## src/rtl/audio_adc_deserializer.sv

```systemverilog
// audio_adc_deserializer: oversamples the codec serial ADC link and emits signed
// left/right/mono words with a one-cycle sample_valid strobe.
module audio_adc_deserializer #(
    parameter int AUDIO_DATA_WIDTH = 24,
    parameter int I2S_DELAY        = 0,
    parameter bit LEFT_LEVEL       = 1'b1
) (
    input  logic                        clk,
    input  logic                        reset,
    input  logic                        bclk,
    input  logic                        adclrc,
    input  logic                        adcdat,
    output logic [AUDIO_DATA_WIDTH-1:0] left_sample,
    output logic [AUDIO_DATA_WIDTH-1:0] right_sample,
    output logic [AUDIO_DATA_WIDTH-1:0] mono_sample,
    output logic                        sample_valid,
    output logic                        frame_error
);
    localparam int W  = AUDIO_DATA_WIDTH;
    localparam int CW = $clog2(W + I2S_DELAY + 2);

    typedef enum logic [1:0] {IDLE, SKIP, SHIFT, HOLD} state_t;

    state_t            state, state_n;
    logic [2:0]        bclk_q, lrc_q;
    logic [1:0]        dat_q;
    logic [W-2:0]      shift, shift_n;
    logic [W-1:0]      shadow, word;
    logic [CW-1:0]     count, count_n;
    logic              left_ok, bclk_rise, lrc_edge, din, start, commit, ferr, is_left;
    logic signed [W:0] msum;

    // Synchronizers run through reset so edge detect is settled on release.
    always_ff @(posedge clk) begin
        bclk_q <= {bclk_q[1:0], bclk};
        lrc_q  <= {lrc_q[1:0], adclrc};
        dat_q  <= {dat_q[0], adcdat};
    end

    assign bclk_rise = bclk_q[1] & ~bclk_q[2];
    assign lrc_edge  = lrc_q[1] ^ lrc_q[2];
    assign din       = dat_q[1];
    assign is_left   = lrc_q[1] == LEFT_LEVEL;
    assign word      = {shift, din};
    assign start     = lrc_edge && (state != IDLE || is_left);
    assign msum      = $signed({shadow[W-1], shadow}) + $signed({word[W-1], word});

    always_comb begin
        state_n = state;
        count_n = count;
        shift_n = shift;
        commit  = 1'b0;
        ferr    = 1'b0;
        if (start) begin
            // A coincident bclk_rise counts as the first edge of the new half-frame.
            ferr    = state == SKIP || state == SHIFT;
            count_n = '0;
            state_n = I2S_DELAY == 0 ? SHIFT : SKIP;
            if (bclk_rise) begin
                if (I2S_DELAY == 0) begin
                    shift_n = word[W-2:0];
                    count_n = CW'(1);
                end else if (I2S_DELAY == 1)
                    state_n = SHIFT;
                else
                    count_n = CW'(1);
            end
        end else if (bclk_rise) begin
            if (state == SKIP) begin
                count_n = count + CW'(1);
                if (count_n == CW'(I2S_DELAY)) begin
                    state_n = SHIFT;
                    count_n = '0;
                end
            end else if (state == SHIFT) begin
                shift_n = word[W-2:0];
                count_n = count + CW'(1);
                commit  = count == CW'(W - 1);
                state_n = commit ? HOLD : SHIFT;
            end
        end
    end

    always_ff @(posedge clk) begin
        if (reset) begin
            state        <= IDLE;
            count        <= '0;
            shift        <= '0;
            shadow       <= '0;
            left_ok      <= 1'b0;
            left_sample  <= '0;
            right_sample <= '0;
            mono_sample  <= '0;
            sample_valid <= 1'b0;
            frame_error  <= 1'b0;
        end else begin
            state        <= state_n;
            count        <= count_n;
            shift        <= shift_n;
            sample_valid <= commit && !is_left && left_ok;
            frame_error  <= ferr;
            if (commit && is_left) begin
                shadow  <= word;
                left_ok <= 1'b1;
            end
            if (commit && !is_left && left_ok) begin
                left_sample  <= shadow;
                right_sample <= word;
                mono_sample  <= W'(msum >>> 1);
                left_ok      <= 1'b0;
            end
            // Only a truncated left half invalidates the pending pair.
            if (ferr && lrc_q[2] == LEFT_LEVEL)
                left_ok <= 1'b0;
        end
    end
endmodule

```

## config.mk

```make
export PLATFORM = sky130hd
export DESIGN_NAME = audio_adc_deserializer
export DESIGN_NICKNAME = d
export VERILOG_FILES = /design/src/rtl/audio_adc_deserializer.sv
export SDC_FILE = /design/constraint.sdc
export NUM_CORES = 1
export LEC_CHECK = 0
export BUFFER_PORTS_ARGS = -buffer_cell sky130_fd_sc_hd__buf_2
export CAP_MARGIN = 30
export CORE_UTILIZATION = 40
export CTS_CLUSTER_SIZE = 28
export DETAILED_ROUTE_END_ITERATION = 10
export PLACE_DENSITY = 0.66
export SLEW_MARGIN = 20
export SYNTH_ARGS = -nofsm -noshare
export SYNTH_HDL_FRONTEND = slang
export SYNTH_SLANG_ARGS = --single-unit
```

## constraint.sdc

```tcl
create_clock -name clk -period 2.1 [get_ports clk]
set_input_delay 0.315 -clock clk [delete_from_list [all_inputs] [get_ports clk]]
set_output_delay 0.315 -clock clk [all_outputs]
set_load 0.005 [all_outputs]
```

==> flow_metrics.tcl, run 1 <==
set metrics [dict create \
    status "finished, violations left" \
    violations "setup timing" \
    critPathMostFrequentCell "sky130_fd_sc_hd__a21oi_2" \
    critical-path-max-stage-delay_ns 0.38 \
    grt_pass1_vias 5238 \
    die_area_mm2 0.0154 \
    cp_top_family "simple AND/OR/NAND/NOR gates" \
    ios 79 \
    syn_area_per_cell_um2 7.93 \
    worst_setup_path_start_kind "flop" \
    detailedPlacementHpwl_mm 11.0 \
    netlist_instances 754 \
    timing.critical_path.to_type "flop" \
    r2r_cells 10 \
    timing.final.crit_period_ns 2.28 \
    clk_pin_slew_worst_paths_ns 0.06 \
    mappedNetlistArea_mm2 0.00598 \
    post_synth_num_cell_types 51 \
    syn-num-nets 787 \
    power.share.switching 0.198 \
    synth_async_sr_flop_share 0 \
    num_rows 44 \
    irDropWorstVdd_mv 0.530 \
    report.final.slew_viol_count 0 \
    final_layout_size_suffix_gt1_frac 0.295 \
    clock-skew-final_ns 0.00812 \
    clock_tree.root_cell "sky130_fd_sc_hd__clkbuf_16" \
    clock_tree.buffer_depth 2 \
    tightest_slew_ns 0.401 \
    htree_levels 4 \
    critical_path.n_buffers_inverters 1 \
    seq_power_share 0.422 \
    critical_path.reg2reg.startpoint "dat_q[1]$_DFF_P_" \
    fmax_mhz 438 \
    worstPathCellList "and2_4 > fa_2 > a21oi_4 > nor2_4 > o311ai_4 > buf_4 > a21oi_2 > or3_1 > nand3_2 > a21oi_2" \
    grt_pass1_wl_mm 26.2 \
    comb_power_frac 0.022 \
    worst_hold_path.num_cells 0 \
    ant_nets 0 \
    grt_max_degree 88 \
    worst_hold_path.endpoint "bclk_q[1]$_DFF_P_" \
    areaGrowthSynthToFinish_pct 41.5 \
    clockPowerShare 0.556 \
    timing.max_slew.rel_slack 0.730 \
    drt_first_pass_iters 5 \
    synth.most_common_cell "sky130_fd_sc_hd__nand2_1" \
    setup_viol 8 \
    final_hold_viol_count 0 \
    p_leak_nw 3.54 \
    synthSimpleGateAreaFrac 0.230 \
    num_antenna_cells 0 \
    synth-edff-count 0 \
    grt.total_usage 0.209 \
    worst_ep_required_time_ns 2.40 \
    wl_per_cell_um 14.7 \
    routabilityCongestion 0.847 \
    power.density_mw_per_mm2 734 \
    routed-via-count 5783 \
    drt_drc_violations_left 0 \
    synth.yosys.seq_area_share 0.459 \
    cts_buffer_count 17 \
    overflow 0 \
    via_per_inst 5.17 \
    floorplan.initialDensity 0.411 \
    port_buffers 78 \
    power_switching_mw 1.23 \
    setup.worst_path.class "flop to flop" \
    cap_viol_max_count 0 \
    chipHeight_um 124 \
    worstReg2RegEnd "mono_sample[13]$_SDFFE_PP0P_" \
    min-delay-start "bclk_q[0]$_DFF_P_" \
    intPower_mw 4.97 \
    tightest_hold_margin_ns 0.325 \
    postSynthRegisterBits 137 \
    biggest_fanout_along_the_worst_timing_path 4 \
    synth_compound_area_frac 0.186 \
    routed_wirelength_mm 16.4 \
    xor_xnor_cell_area_share_of_the_yosys_netlist 0.0220 \
    die_x_um 124 \
    reg2reg_setup_slack_ns -0.18 \
    drt_first_iter_violations 318 \
    combinational_family_with_the_most_area_after_synthesis "simple AND/OR/NAND/NOR gates" \
    tritoncts_clock_tree "yes" \
    postLayoutSetupSlackWorst_ns -0.182 \
    cp_data_arrival_time_ns 2.58 \
    num-nets-final 956 \
    synth_largest_area_cell "sky130_fd_sc_hd__dfxtp_1" \
    synthTopCellsByCount "sky130_fd_sc_hd__nand2_1, sky130_fd_sc_hd__dfxtp_1, sky130_fd_sc_hd__a21oi_1" \
    initial_antenna_violation_count 0 \
    synth_top_area_share 0.459 \
    synth.area.mux_share 0.0105 \
    clkSinkCount 137 \
    synth_ff_type "sky130_fd_sc_hd__dfxtp_1" \
    clk_latency_worst_skew_pair_ns 0.42 \
    post_synth_fa_ha_maj_area_fraction 0.0598 \
    hold_path_class "flop to flop" \
    synth_warnings 0 \
    core_region_area_mm2 0.0145 \
    slowest_stage "sky130_fd_sc_hd__fa_2" \
    layout_worst_path_cycle_share 1.09 \
    synth.area.top_cells "sky130_fd_sc_hd__dfxtp_1, sky130_fd_sc_hd__nand2_1, sky130_fd_sc_hd__a21oi_1" \
    grt_setup_unrepaired "true" \
    post-layout-total-power_mw 6.20 \
]
[through the flow]
stage	TNS, ns	worst slack, ns	utilization	cells	instance area (µm²)
final	-0.889	-0.182	0.582	1119	8460
after floorplan	-0.112	-0.0468	-	754	6020
after global routing	-1.62	-0.228	0.582	1119	8460
after global placement	-1.24	-0.172	0.505	1078	7340
after CTS	-0.691	-0.118	0.563	1114	8180
after detailed placement	-1.97	-0.266	0.505	1078	7340
[power groups by stage]
stage | Clock [mW] | Sequential [mW] | Combinational, mW
final | 3.45 | 2.62 | 0.137
after detailed placement | 0 | 2.68 | 0.130
after global routing | 3.61 | 2.62 | 0.150
after floorplan | 0 | 2.68 | 0.0754
after CTS | 3.49 | 2.62 | 0.134
after global placement | 0 | 2.68 | 0.129
[cell usage in the layout, fill, tap and decap left out, types with 4 or more instances in the layout]
| cell type | count |
|---|---|
| sky130_fd_sc_hd__clkbuf_16 | 19 |
| sky130_fd_sc_hd__dfxtp_1 | 128 |
| sky130_fd_sc_hd__ha_1 | 20 |
| sky130_fd_sc_hd__a21oi_1 | 124 |
| sky130_fd_sc_hd__a21oi_2 | 8 |
| sky130_fd_sc_hd__inv_1 | 6 |
| sky130_fd_sc_hd__mux2i_1 | 4 |
| sky130_fd_sc_hd__o21ai_0 | 15 |
| sky130_fd_sc_hd__nand3b_1 | 5 |
| sky130_fd_sc_hd__xnor2_1 | 9 |
| sky130_fd_sc_hd__bufinv_16 | 6 |
| sky130_fd_sc_hd__o21bai_1 | 6 |
| sky130_fd_sc_hd__ha_4 | 6 |
| sky130_fd_sc_hd__nand2_1 | 228 |
| sky130_fd_sc_hd__buf_2 | 77 |
| sky130_fd_sc_hd__a31oi_1 | 5 |
| sky130_fd_sc_hd__a211oi_1 | 5 |
| sky130_fd_sc_hd__o21a_1 | 4 |
| sky130_fd_sc_hd__buf_4 | 100 |
| sky130_fd_sc_hd__buf_12 | 6 |
| sky130_fd_sc_hd__dfxtp_2 | 7 |
| sky130_fd_sc_hd__xor2_1 | 6 |
| sky130_fd_sc_hd__nand3_1 | 10 |
| sky130_fd_sc_hd__nand4_1 | 7 |
| sky130_fd_sc_hd__nor2_1 | 23 |
| sky130_fd_sc_hd__and3_1 | 6 |
| sky130_fd_sc_hd__a21o_1 | 7 |
| sky130_fd_sc_hd__buf_6 | 6 |
| sky130_fd_sc_hd__a21oi_4 | 4 |
[sequential cells by signal, indices dropped and copies added, names as in the netlist]
signal        count
bclk_q            3
count             5
dat_q             2
frame_error       1
left_ok           1
left_sample      24
lrc_q             3
mono_sample      24
right_sample     24
sample_valid      1
shadow           24
shift            23
state             2
[area by class of cell]
cell class                 count  area, µm²
timing repair buffer         194       1400
inverter                       7       26.3
fill                        1312       6080
multi-input combinational    566       3350
sequential                   137       2760
clock inverter                11        218
clock buffer                  20        467
tap                          184        230
[cells by family after synthesis]
kind of cell,count (synthesis)
multiplexers,6
buffers and inverters,51
AND/OR/NAND/NOR,319
adder cells (fa/ha/maj),28
AO/OA/AOI/OAI,198
XOR/XNOR,15
flip-flops,137
[metal layers]
layer | wire (µm) | up-vias | global-route usage | part of all wire
li1 | - | 2926 | - | -
met1 | 8000 | 2690 | 0.293 | 0.49
met2 | 7470 | 155 | 0.317 | 0.46
met3 | 771 | 12 | 0.0507 | 0.047
met4 | 165 | 0 | 0.0581 | 0.010
met5 | 0 | - | 0 | 0
[what timing repair did]
action                                 in CTS  in global routing
endpoints found under the hold margin       3                  0
setup buffers                               2                  3
gates cloned                                0                  2
resized for setup                          21                 44
hold buffers                                3                  0
setup endpoints to repair                  14                 49
pin swaps                                   5                 22
[how the worst max path moves through the flow]
stage                           startpoint                           end  slack, ns  cells past startpoint
after floorplan           dat_q[1]$_DFF_P_  mono_sample[15]$_SDFFE_PP0P_      -0.05                      9
after global placement    dat_q[1]$_DFF_P_  mono_sample[15]$_SDFFE_PP0P_      -0.17                      9
after detailed placement  dat_q[1]$_DFF_P_  mono_sample[23]$_SDFFE_PP0P_      -0.27                      9
after CTS                 dat_q[1]$_DFF_P_  mono_sample[15]$_SDFFE_PP0P_      -0.12                      9
after global routing      dat_q[1]$_DFF_P_  mono_sample[13]$_SDFFE_PP0P_      -0.23                     10
final                     dat_q[1]$_DFF_P_  mono_sample[13]$_SDFFE_PP0P_      -0.18                     10
No activity file was read; power rests on OpenSTA's default activity.
==> inputs of run 2 (changes only) <==
CELL_PAD_IN_SITES_DETAIL_PLACEMENT = 0   (was default)
CELL_PAD_IN_SITES_GLOBAL_PLACEMENT = 1   (was default)
CORE_UTILIZATION = 38   (was 40)
PLACE_DENSITY = 0.8   (was 0.66)
==> run 2 against run 1 <==
  * The flow still finishes with violations (setup timing)
  * Routed wire length increased by 5.4%
  * Total power decreased by 5.8%
  * Register-to-register slack got worse by 0.05 ns
  * Final cell count increased by 4.4%
  * Hold slack got worse by 0.20 ns
  * Clock skew decreased by 0.0014 ns
  * Largest power group unchanged
  * Critical endpoint is now mono_sample[15]$_SDFFE_PP0P_
  * Sequential share of layout area decreased by 0.84 points
  * Worst setup slack got worse by 0.050 ns
  * Global-route usage decreased by 0.60 points
==> flow_metrics.tcl, run 2 (synthesis gave the netlist of run 1 again) <==
set metrics [dict create \
    drt_drc_violations_left 0 \
    wl_per_cell_um 14.8 \
    clkSinkCount 137 \
    critical-path-max-stage-delay_ns 0.38 \
    grt_setup_unrepaired "true" \
    port_buffers 78 \
    cts_buffer_count 17 \
    postLayoutCellArea_mm2 0.00869 \
    layout.cells.most_common "sky130_fd_sc_hd__nand2_1" \
    drt_first_pass_iters 5 \
    grt_pass1_vias 5194 \
    p_leak_nw 3.68 \
    timing.max_slew.rel_slack 0.682 \
    setup.worst_path.class "flop to flop" \
    routabilityCongestion 0.865 \
    cp_data_arrival_time_ns 2.68 \
    detailedPlacementHpwl_mm 11.3 \
    grt_max_degree 97 \
    core_region_area_mm2 0.0153 \
    critPathLaunch "dat_q[1]$_DFF_P_" \
    worst_setup_path_start_kind "flop" \
    clock_tree.root_cell "sky130_fd_sc_hd__clkbuf_16" \
    placed_area_mm2 0.00741 \
    num_rows 45 \
    areaGrowthSynthToFinish_pct 45.4 \
    postLayoutSetupSlackWorst_ns -0.233 \
    status "finished, violations left" \
    reg2reg_setup_slack_ns -0.23 \
    ios 79 \
    clock-skew-final_ns 0.00667 \
    die_area_mm2 0.0162 \
    initial_antenna_violation_count 0 \
    cap_viol_max_count 0 \
    fmax_mhz 429 \
    num-nets-final 977 \
    ant_nets 0 \
    slowest_stage "sky130_fd_sc_hd__fa_2" \
    critical_path.reg2reg.startpoint "dat_q[1]$_DFF_P_" \
    irDropWorstVdd_mv 0.576 \
    clock_tree.buffer_depth 2 \
    clk_pin_slew_worst_paths_ns 0.06 \
    final_cell_mix "sky130_fd_sc_hd__nand2_1, sky130_fd_sc_hd__dfxtp_1, sky130_fd_sc_hd__a21oi_1, sky130_fd_sc_hd__buf_4, sky130_fd_sc_hd__buf_2" \
    timing.critical_path.to_type "flop" \
    tritoncts_clock_tree "yes" \
    fill_cells 1361 \
    min-delay-start "reset" \
    power.density_mw_per_mm2 672 \
    setup_viol 9 \
    final_layout_size_suffix_gt1_frac 0.332 \
    die_x_um 127 \
    htree_levels 4 \
    report.final.slew_viol_count 0 \
    biggest_fanout_along_the_worst_timing_path 4 \
    floorplan.initialDensity 0.392 \
    worst_ep_required_time_ns 2.45 \
    overflow 0 \
    routed_wirelength_mm 17.3 \
    hold_path_class "primary input to flop" \
    num_antenna_cells 0 \
    worstPathCellList "and2_4 > fa_2 > a21oi_4 > nor2_4 > o311ai_2 > buf_4 > nand3b_1 > a21o_1 > mux2_2 > a31oi_1" \
    final_hold_viol_count 0 \
    grt_pass1_wl_mm 26.0 \
    chipHeight_um 127 \
    violations "setup timing" \
    via_per_inst 4.99 \
    tightest_slew_ns 0.476 \
    post-layout-total-power_mw 5.85 \
    timing.final.crit_period_ns 2.33 \
    grt.total_usage 0.203 \
    final_util 0.570 \
    routed-via-count 5833 \
    layout_worst_path_cycle_share 1.11 \
    clk_latency_worst_skew_pair_ns 0.43 \
    drt_first_iter_violations 428 \
]
-- run 2: changes by cell type in the layout (fill, tap and decap cells not counted), moves of 3 or more --
cell                         previous run  this run
sky130_fd_sc_hd__buf_4                100       117
sky130_fd_sc_hd__a21oi_2                8        16
sky130_fd_sc_hd__a21oi_1              124       118
sky130_fd_sc_hd__dfxtp_2                7        13
sky130_fd_sc_hd__dfxtp_1              128       123
sky130_fd_sc_hd__nand2_1              228       223
sky130_fd_sc_hd__nand2_4                0         4
sky130_fd_sc_hd__bufinv_16              6         3
sky130_fd_sc_hd__clkinvlp_4             2         5
sky130_fd_sc_hd__ha_1                  20        17
sky130_fd_sc_hd__ha_4                   6         9
-- run 2: metal layers --
layer / global-route usage / part of all wire
met1: 0.283 / 0.49
met2: 0.305 / 0.46
met3: 0.0410 / 0.039
met4: 0.0791 / 0.016
met5: 0 / 0
-- run 2: area by class of cell --
cell class / instances / area [µm²] / share of cell area
multi-input cells: 566 / 3440 / 0.395
inverters: 7 / 26.3 / 0.00302
flip-flops and latches: 137 / 2760 / 0.318
clock inverters: 14 / 173 / 0.0199
clock buffers: 18 / 439 / 0.0505
well taps: 211 / 264 / 0.0304
repair buffers: 215 / 1590 / 0.183
-- run 2: path summary, 6_finish.rpt --
check	end	cells after the start
worst max-delay path	mono_sample[15]$_SDFFE_PP0P_	10
worst min-delay path	shift[15]$_SDFFE_PP0P_	2
worst max register to register	mono_sample[15]$_SDFFE_PP0P_	10
worst min register to register	bclk_q[1]$_DFF_P_	0
-- run 2: worst max-delay path: cells and delay by family (launching register included) --
kind | cells | cell delay, ns
compound gates | 4 | 0.80
fa+ha+maj | 1 | 0.38
buf+inv | 1 | 0.19
flops | 1 | 0.31
mux | 1 | 0.27
simple gates | 3 | 0.31
-- run 2: report_power, final --
part           internal [mW]  total [mW]  switching (mW)
Combinational         0.0518       0.146          0.0939
Sequential              2.61        2.62         0.00692
Clock                   1.90        3.08            1.18
-- run 2: what timing repair did --
item | CTS | global route
gates cloned | 0 | 6
setup endpoints to repair | 16 | 55
buffers inserted | 3 | 8
hold buffers | 3 | 0
gates resized for setup | 27 | 69
endpoints found under the hold margin | 3 | 0
pin swaps | 3 | 30
-- run 2: metrics by stage --
stage | std cells | setup TNS [ns] | setup slack, ns | hold WS [ns]
after floorplan | 754 | -0.112 | -0.0468 | 0.310
final | 1168 | -1.23 | -0.233 | 0.125
after global routing | 1168 | -2.58 | -0.306 | 0.109
after detailed placement | 1117 | -1.75 | -0.222 | 0.312
after CTS | 1155 | -0.305 | -0.111 | 0.105
after global placement | 1117 | -1.35 | -0.171 | 0.311
